===== src/rtl/pipe_pkg.sv =====
// Shared pipeline definitions for the 8-bit, 4-stage pipe front end.
//   ADDR_W / INST_W : PC and instruction widths
//   OP_JMP          : opcode field value of a jump
//   fetch_entry_t   : instruction tagged with the PC it was fetched from
//   jmp_target()    : jump destination, top PC bits of pc+1 joined with the 6-bit immediate
package pipe_pkg;

  localparam int ADDR_W = 8;
  localparam int INST_W = 8;

  localparam logic [1:0] OP_JMP = 2'b11;

  typedef struct packed {
    logic [INST_W-1:0] inst;
    logic [ADDR_W-1:0] pc;
  } fetch_entry_t;

  function automatic logic [ADDR_W-1:0] jmp_target(input logic [ADDR_W-1:0] pc_plus1,
                                                   input logic [INST_W-1:0] inst);
    return {pc_plus1[ADDR_W-1:6], inst[5:0]};
  endfunction

endpackage


===== src/rtl/fetch_prefetch_queue_if.sv =====
// Fetch front-end bus: instruction-memory read port plus the decode handshake.
//   master : the fetch unit (drives imem_req/imem_addr and the inst_* head outputs)
//   slave  : the environment (instruction memory returns imem_rdata, decode drives inst_ready)
interface fetch_prefetch_queue_if;
  import pipe_pkg::*;

  logic              imem_req;
  logic [ADDR_W-1:0] imem_addr;
  logic [INST_W-1:0] imem_rdata;
  logic              inst_valid;
  logic              inst_ready;
  logic [INST_W-1:0] inst_data;
  logic [ADDR_W-1:0] inst_pc;

  modport master (
    output imem_req, imem_addr, inst_valid, inst_data, inst_pc,
    input  imem_rdata, inst_ready
  );

  modport slave (
    input  imem_req, imem_addr, inst_valid, inst_data, inst_pc,
    output imem_rdata, inst_ready
  );

endinterface


===== src/rtl/fetch_fifo.sv =====
// Prefetch queue: DEPTH-entry circular buffer of fetch_entry_t with a registered head.
//   clk, rst   : clock, asynchronous active-high reset
//   push       : write push_data at the tail (caller guarantees the queue is not full)
//   pop        : remove the head (ignored when empty)
//   head       : current head entry; holds its last value while the queue is empty
//   count      : number of valid entries, 0..DEPTH
module fetch_fifo
  import pipe_pkg::*;
#(
  parameter int DEPTH = 4
) (
  input  logic                   clk,
  input  logic                   rst,
  input  logic                   push,
  input  fetch_entry_t           push_data,
  input  logic                   pop,
  output fetch_entry_t           head,
  output logic [$clog2(DEPTH):0] count
);

  localparam int PW = $clog2(DEPTH);
  localparam int CW = PW + 1;

  fetch_entry_t      mem [DEPTH];
  logic [PW-1:0]     rd_ptr, wr_ptr, rd_next;
  logic [CW-1:0]     count_next;
  logic              do_pop;
  fetch_entry_t      head_next;

  assign do_pop  = pop && (count != '0);
  assign rd_next = do_pop ? rd_ptr + PW'(1) : rd_ptr;

  // The slot the head moves to can only be the one being written when the
  // queue is (or becomes) empty, so forward the incoming entry in that case.
  assign head_next = (push && (wr_ptr == rd_next)) ? push_data : mem[rd_next];

  always_comb begin
    count_next = count;
    if (push && !do_pop)
      count_next = count + CW'(1);
    else if (!push && do_pop)
      count_next = count - CW'(1);
  end

  always_ff @(posedge clk or posedge rst) begin
    if (rst) begin
      rd_ptr <= '0;
      wr_ptr <= '0;
      count  <= '0;
      head   <= '0;
    end else begin
      if (push)
        wr_ptr <= wr_ptr + PW'(1);
      rd_ptr <= rd_next;
      count  <= count_next;
      if (count_next != '0)
        head <= head_next;
    end
  end

  always_ff @(posedge clk) begin
    if (push)
      mem[wr_ptr] <= push_data;
  end

endmodule


===== src/rtl/fetch_prefetch_queue.sv =====
// Instruction fetch front end feeding the IF/ID register.
// Owns the PC, issues reads to a 1-cycle-latency instruction memory, buffers returned
// instructions tagged with their PC, and resolves jumps at fetch (killing the wrong-path read).
//   clk, rst   : clock, asynchronous active-high reset
//   fbus       : fetch_prefetch_queue_if.master (imem_req/imem_addr/imem_rdata,
//                inst_valid/inst_ready/inst_data/inst_pc)
//   DEPTH      : prefetch queue entries (power of two, >= 2); ADDR_W/INST_W from pipe_pkg
// Build option FETCH_PERF_EN adds saturating counters fetch_cnt (enqueues) and
// kill_cnt (dropped returns) as extra output ports.
module fetch_prefetch_queue
  import pipe_pkg::*;
#(
  parameter int DEPTH = 4
) (
  input  logic                    clk,
  input  logic                    rst,
  fetch_prefetch_queue_if.master  fbus
`ifdef FETCH_PERF_EN
  ,
  output logic [15:0]             fetch_cnt,
  output logic [15:0]             kill_cnt
`endif
);

  localparam int CW = $clog2(DEPTH) + 1;

  logic [ADDR_W-1:0] pc, rpc, rpc_plus1;
  logic              inflight, kill;
  logic [CW-1:0]     count;
  logic              credit, issue, enq, drop, redirect, pop;
  fetch_entry_t      push_entry, head;

  // Outstanding read counts against queue space so a return always has a slot.
  assign credit    = ({1'b0, count} + {{CW{1'b0}}, inflight}) < (CW+1)'(DEPTH);
  assign issue     = credit && !rst;
  assign enq       = inflight && !kill;
  assign drop      = inflight && kill;
  assign redirect  = enq && (fbus.imem_rdata[INST_W-1 -: 2] == OP_JMP);
  assign rpc_plus1 = rpc + ADDR_W'(1);
  assign push_entry = {fbus.imem_rdata, rpc};
  assign pop       = fbus.inst_valid && fbus.inst_ready;

  assign fbus.imem_req   = issue;
  assign fbus.imem_addr  = pc;
  assign fbus.inst_valid = (count != '0);
  assign fbus.inst_data  = head.inst;
  assign fbus.inst_pc    = head.pc;

  always_ff @(posedge clk or posedge rst) begin
    if (rst) begin
      pc       <= '0;
      rpc      <= '0;
      inflight <= 1'b0;
      kill     <= 1'b0;
    end else begin
      inflight <= issue;
      if (issue)
        rpc <= pc;
      if (redirect)
        pc <= jmp_target(rpc_plus1, fbus.imem_rdata);
      else if (issue)
        pc <= pc + ADDR_W'(1);
      // A read issued alongside the redirect was sequential, i.e. wrong path.
      if (drop)
        kill <= 1'b0;
      else if (redirect && issue)
        kill <= 1'b1;
    end
  end

  fetch_fifo #(.DEPTH(DEPTH)) u_fifo (
    .clk       (clk),
    .rst       (rst),
    .push      (enq),
    .push_data (push_entry),
    .pop       (pop),
    .head      (head),
    .count     (count)
  );

`ifdef FETCH_PERF_EN
  always_ff @(posedge clk or posedge rst) begin
    if (rst) begin
      fetch_cnt <= '0;
      kill_cnt  <= '0;
    end else begin
      if (enq && (fetch_cnt != 16'hFFFF))
        fetch_cnt <= fetch_cnt + 16'd1;
      if (drop && (kill_cnt != 16'hFFFF))
        kill_cnt <= kill_cnt + 16'd1;
    end
  end
`endif

endmodule


===== src/flat_wrapper.sv =====
// flat-port wrapper written by rule: the top's interface ports become plain ports
module fetch_prefetch_queue_flat import pipe_pkg::*;
#(
  parameter int DEPTH = 4
)
  (clk, rst, fbus_imem_req, fbus_imem_addr, fbus_inst_valid, fbus_inst_data, fbus_inst_pc, fbus_imem_rdata, fbus_inst_ready);
  fetch_prefetch_queue_if fbus_i ();
  input  logic clk;
  input  logic rst;
  output wire logic [$bits(fbus_i.imem_req)-1:0] fbus_imem_req;
  output wire logic [$bits(fbus_i.imem_addr)-1:0] fbus_imem_addr;
  output wire logic [$bits(fbus_i.inst_valid)-1:0] fbus_inst_valid;
  output wire logic [$bits(fbus_i.inst_data)-1:0] fbus_inst_data;
  output wire logic [$bits(fbus_i.inst_pc)-1:0] fbus_inst_pc;
  input wire logic [$bits(fbus_i.imem_rdata)-1:0] fbus_imem_rdata;
  input wire logic [$bits(fbus_i.inst_ready)-1:0] fbus_inst_ready;
  assign fbus_imem_req = fbus_i.imem_req;
  assign fbus_imem_addr = fbus_i.imem_addr;
  assign fbus_inst_valid = fbus_i.inst_valid;
  assign fbus_inst_data = fbus_i.inst_data;
  assign fbus_inst_pc = fbus_i.inst_pc;
  assign fbus_i.imem_rdata = fbus_imem_rdata;
  assign fbus_i.inst_ready = fbus_inst_ready;
  fetch_prefetch_queue #(.DEPTH(DEPTH)) u_core (.clk(clk), .rst(rst), .fbus(fbus_i));
endmodule

===== config.mk =====
export PLATFORM = sky130hd
export DESIGN_NAME = fetch_prefetch_queue_flat
export DESIGN_NICKNAME = d
export VERILOG_FILES = /design/src/rtl/pipe_pkg.sv /design/src/rtl/fetch_prefetch_queue_if.sv /design/src/rtl/fetch_fifo.sv /design/src/rtl/fetch_prefetch_queue.sv /design/src/flat_wrapper.sv
export SDC_FILE = /design/constraint.sdc
export NUM_CORES = 1
export LEC_CHECK = 0
export ABC_AREA = 1
export CAP_MARGIN = 20
export CORE_ASPECT_RATIO = 2
export CORE_MARGIN = 2
export CORE_UTILIZATION = 30
export CTS_CLUSTER_DIAMETER = 100
export CTS_CLUSTER_SIZE = 40
export DETAILED_ROUTE_END_ITERATION = 6
export SYNTH_ARGS = -nofsm -noshare
export SYNTH_HDL_FRONTEND = slang
export SYNTH_SLANG_ARGS = --single-unit
export TNS_END_PERCENT = 50

===== constraint.sdc =====
create_clock -name clk -period 5.95 [get_ports clk]
set_clock_uncertainty 0.2 [all_clocks]
set_input_delay 0.8925 -clock clk [delete_from_list [all_inputs] [get_ports clk]]
set_output_delay 0.8925 -clock clk [all_outputs]
set_load 0.05 [all_outputs]

==> results.sh <==
export IMPL_buf_inv_on_cp=3
export IMPL_share_of_post_route_cells_with_drive_strength_above_1_pct=9.20
export IMPL_clk_insertion_delay_late_ps=350
export IMPL_syn_inst=485
export IMPL_post_synth_and_or_nand_nor_area_fraction_pct=28.4
export IMPL_setup_worst_path_class="in2out"
export IMPL_timing_hold_worst_class="reg2reg"
export IMPL_synthDominantCellAreaShare_pct=39.4
export IMPL_dieWidth_um=94.2
export IMPL_cts_post_setup_buffers_inserted=0
export IMPL_ys_warn_count=0
export IMPL_critPathMostFrequentCell="sky130_fd_sc_hd__clkdlybuf4s50_1"
export IMPL_fin_crit_ps=4100
export IMPL_area_growth_syn_to_fin_pct=17.0
export IMPL_timing_setup_tns_ps=0
export IMPL_ys_seq_area_share_pct=60.4
export IMPL_postSynthRegisterBits=105
export IMPL_crit_path_cell_trace="clkdlybuf4s50_1 > nor2_1 > nand2_1 > clkinv_1 > clkdlybuf4s50_1"
export IMPL_routed_via_count=3408
export IMPL_die_y_um=184
export IMPL_layout_commonest_cell="sky130_fd_sc_hd__nand2_1"
export IMPL_nets=536
export IMPL_grt_overflow_total=0
export IMPL_top_level_ports=37
export IMPL_grt_first_pass_wirelength_um=18000
export IMPL_relSlewSlack_pct=62.2
export IMPL_global_route_usage_total_pct=13.6
export IMPL_fp_row_count=66
export IMPL_max_clock_path_buffers=2
export IMPL_die_area_mm2=0.0174
export IMPL_synth_area_mm2=0.00488
export IMPL_port_buffers=36
export IMPL_drcViolationCount=0
export IMPL_fmax_ghz=0.244
export IMPL_final_design_area_no_fill_mm2=0.00571
export IMPL_dp_final_hpwl_um=7300
export IMPL_start_kind="input port"
export IMPL_worst_setup_path_end_kind="primary output"
export IMPL_placed_area_mm2=0.00542
export IMPL_clk_root_buffer_cell="sky130_fd_sc_hd__clkbuf_16"
export IMPL_slew_viol_final=0
export IMPL_synth_compound_area_share_pct=2.26
export IMPL_synth_area_top_cells="sky130_fd_sc_hd__edfxtp_1 39%, sky130_fd_sc_hd__dfrtp_1 21%, sky130_fd_sc_hd__nand2_1 10%, sky130_fd_sc_hd__nand3_1 9.7%, sky130_fd_sc_hd__inv_1 2.9%"
export IMPL_cts_sinks=105
export IMPL_synth_largest_area_cell="sky130_fd_sc_hd__edfxtp_1"
export IMPL_max_slew_worst_pin_slew_ps=566
export IMPL_unrepaired_setup_endpoints_after_global_routing="no"
export IMPL_route_final_wire_length_um=10900
export IMPL_ctsResizeCount=0
export IMPL_power_leakage_nw=2.40
export IMPL_core_area_mm2=0.0161
export IMPL_setup_violations=0
export IMPL_cts_hold_buf=0
export IMPL_ant_nets=0
export IMPL_critical_path_slowest_cell="sky130_fd_sc_hd__clkdlybuf4s50_1"
export IMPL_tritoncts_buffers=9
export IMPL_first_global_vias=3371
export IMPL_clkSlewWorstSetupHoldPaths_ps=70
export IMPL_avgSynthCellArea_um2=10.1
export IMPL_route_detailed_wl_per_inst_um=15.1
export IMPL_worst_endpoint_arrival_ps=3010
export IMPL_tritoncts="done"
export IMPL_detail_route_vias_per_cell=4.69
export IMPL_h_tree_lvl_count=3
export IMPL_starting_density_of_the_core_pct=30.3
export IMPL_path_max_fanout=18
export IMPL_post_synth_xor_area_fraction_pct=0.897
export IMPL_first_drt_pass_iteration_count=4
export IMPL_syn_nets=504
export IMPL_multiplexer_area_fraction_after_synthesis_pct=0
export IMPL_gp_routability_congestion=0.807
export IMPL_vdd_ir_drop_worst_mv=0.339
export IMPL_fill_cells=1632
export IMPL_timing_critical_path_slowest_cell_delay_ps=790
export IMPL_synth_lib_cells_used_distinct=32
export IMPL_cp_data_required_time_ps=4860
export IMPL_post_synth_fa_ha_maj_area_fraction_pct=2.05
export IMPL_final_period_utilization_pct=68.9
export IMPL_grt_start_max_net_pins=42
export IMPL_status="completed"
export IMPL_num_antenna_cells=0
export IMPL_mostFrequentLayoutCells="131 x sky130_fd_sc_hd__nand2_1, 95 x sky130_fd_sc_hd__nand3_1, 64 x sky130_fd_sc_hd__edfxtp_1"
export IMPL_cap_violations=0
export IMPL_power_density_cell_area_mw_per_mm2=614
export IMPL_initial_drc_count=219
export IMPL_critical_path_top_delay_family="buffers and inverters"
export IMPL_grt_antenna_before_repair=0
export IMPL_timing_final_hold_violations=0
export IMPL_main_combinational_cell_family_by_area_after_synthesis="simple AND/OR/NAND/NOR gates"
-- cells in the mapped netlist, drive strengths merged --
library cell	number
dfrtp	41
a31oi	1
o22ai	1
a21oi	4
xor2	5
nand3b	2
edfxtp	64
nor2	12
nand3	99
clkbuf	3
or2	2
nand4	19
ha	8
buf	17
clkinv	2
o21ai	12
nand2	145
inv	43
o221ai	2
nor3	3
-- power breakdown --
part	internal, mW	switching [mW]	total [mW]	leakage [nW]
combinational	0.511	1.20	1.71	1.18
sequential	1.04	0.162	1.20	1.07
clock	0.336	0.258	0.595	0.142
total	1.89	1.62	3.51	2.40
-- final timing paths --
| kind | from | end | slack (ps) | depth (start not counted) |
|---|---|---|---|---|
| min in group asynchronous | rst | u_core.u_fifo.head[9] | 830 | 3 |
| max | rst | fbus_imem_req | 1850 | 5 |
| min reg2reg | u_core.u_fifo.head[5] | u_core.u_fifo.head[5] | 280 | 2 |
| max in group asynchronous | rst | u_core.u_fifo.head[4] | 4360 | 3 |
| min | u_core.u_fifo.head[5] | u_core.u_fifo.head[5] | 280 | 2 |
| max reg2reg | u_core.u_fifo.count[0] | u_core.u_fifo.head[1] | 3150 | 12 |
-- layer usage --
metal	vias to the layer above	GRT usage [%]	part of all wire, %
met3	10	2.25	4.2
li1	1709	-	-
met5	-	0	0
met4	0	5.57	1.7
met1	1622	18.9	46
met2	67	20.9	48
-- kinds of logic after synthesis --
logic type / after synthesis
XOR/XNOR: 5
flip-flops: 105
buffers and inverters: 65
AND/OR/NAND/NOR: 282
AO/OA/AOI/OAI: 20
adder cells (fa/ha/maj): 8
-- worst reg2reg max path, stage by stage (launching register included) --
cell and delay [ps]:
sky130_fd_sc_hd__dfrtp_1 420, sky130_fd_sc_hd__inv_1 110, sky130_fd_sc_hd__ha_1 260, sky130_fd_sc_hd__nand2_8 100
sky130_fd_sc_hd__nand2_4 100, sky130_fd_sc_hd__nand2_4 240, sky130_fd_sc_hd__nand2_4 420, sky130_fd_sc_hd__nand2_1 160
sky130_fd_sc_hd__nand2_4 210, sky130_fd_sc_hd__nand3_4 220, sky130_fd_sc_hd__nand2_1 110, sky130_fd_sc_hd__nand3_1 110
sky130_fd_sc_hd__nand2_1 90
-- registers in the layout, summed over array words and instances (netlist names) --
| register | count |
|---|---|
| u_core.fbus.imem_addr | 8 |
| u_core.inflight | 1 |
| u_core.kill | 1 |
| u_core.rpc | 8 |
| u_core.u_fifo.count | 3 |
| u_core.u_fifo.head | 16 |
| u_core.u_fifo.mem | 64 |
| u_core.u_fifo.rd_ptr | 2 |
| u_core.u_fifo.wr_ptr | 2 |
-- final cells by class --
cell class                 instances  area (um^2)  area share, %
sequential                       105         2950           51.6
multi-input combinational        315         1640           28.7
clock buffer                      11          243           4.25
clock inverter                     5         55.1          0.964
timing repair buffer              41          398           6.96
tap                              204          255           4.47
inverter                          45          175           3.07
-- through the flow --
stage | hold WS (ps) | util (%) | std cells | setup WS [ps] | power (mW)
4_1_cts | 289 | 35.5 | 726 | 1830 | 3.55
3_3_place_gp | 267 | 33.6 | 710 | 1900 | 2.93
6_report | 282 | 35.5 | 726 | 1850 | 3.51
3_5_place_dp | 265 | 33.6 | 710 | 1850 | 2.95
2_1_floorplan | 284 | - | 485 | 3270 | 2.46
5_1_grt | 302 | 35.5 | 726 | 1720 | 3.77
No activity file was read; power rests on OpenSTA's default activity.
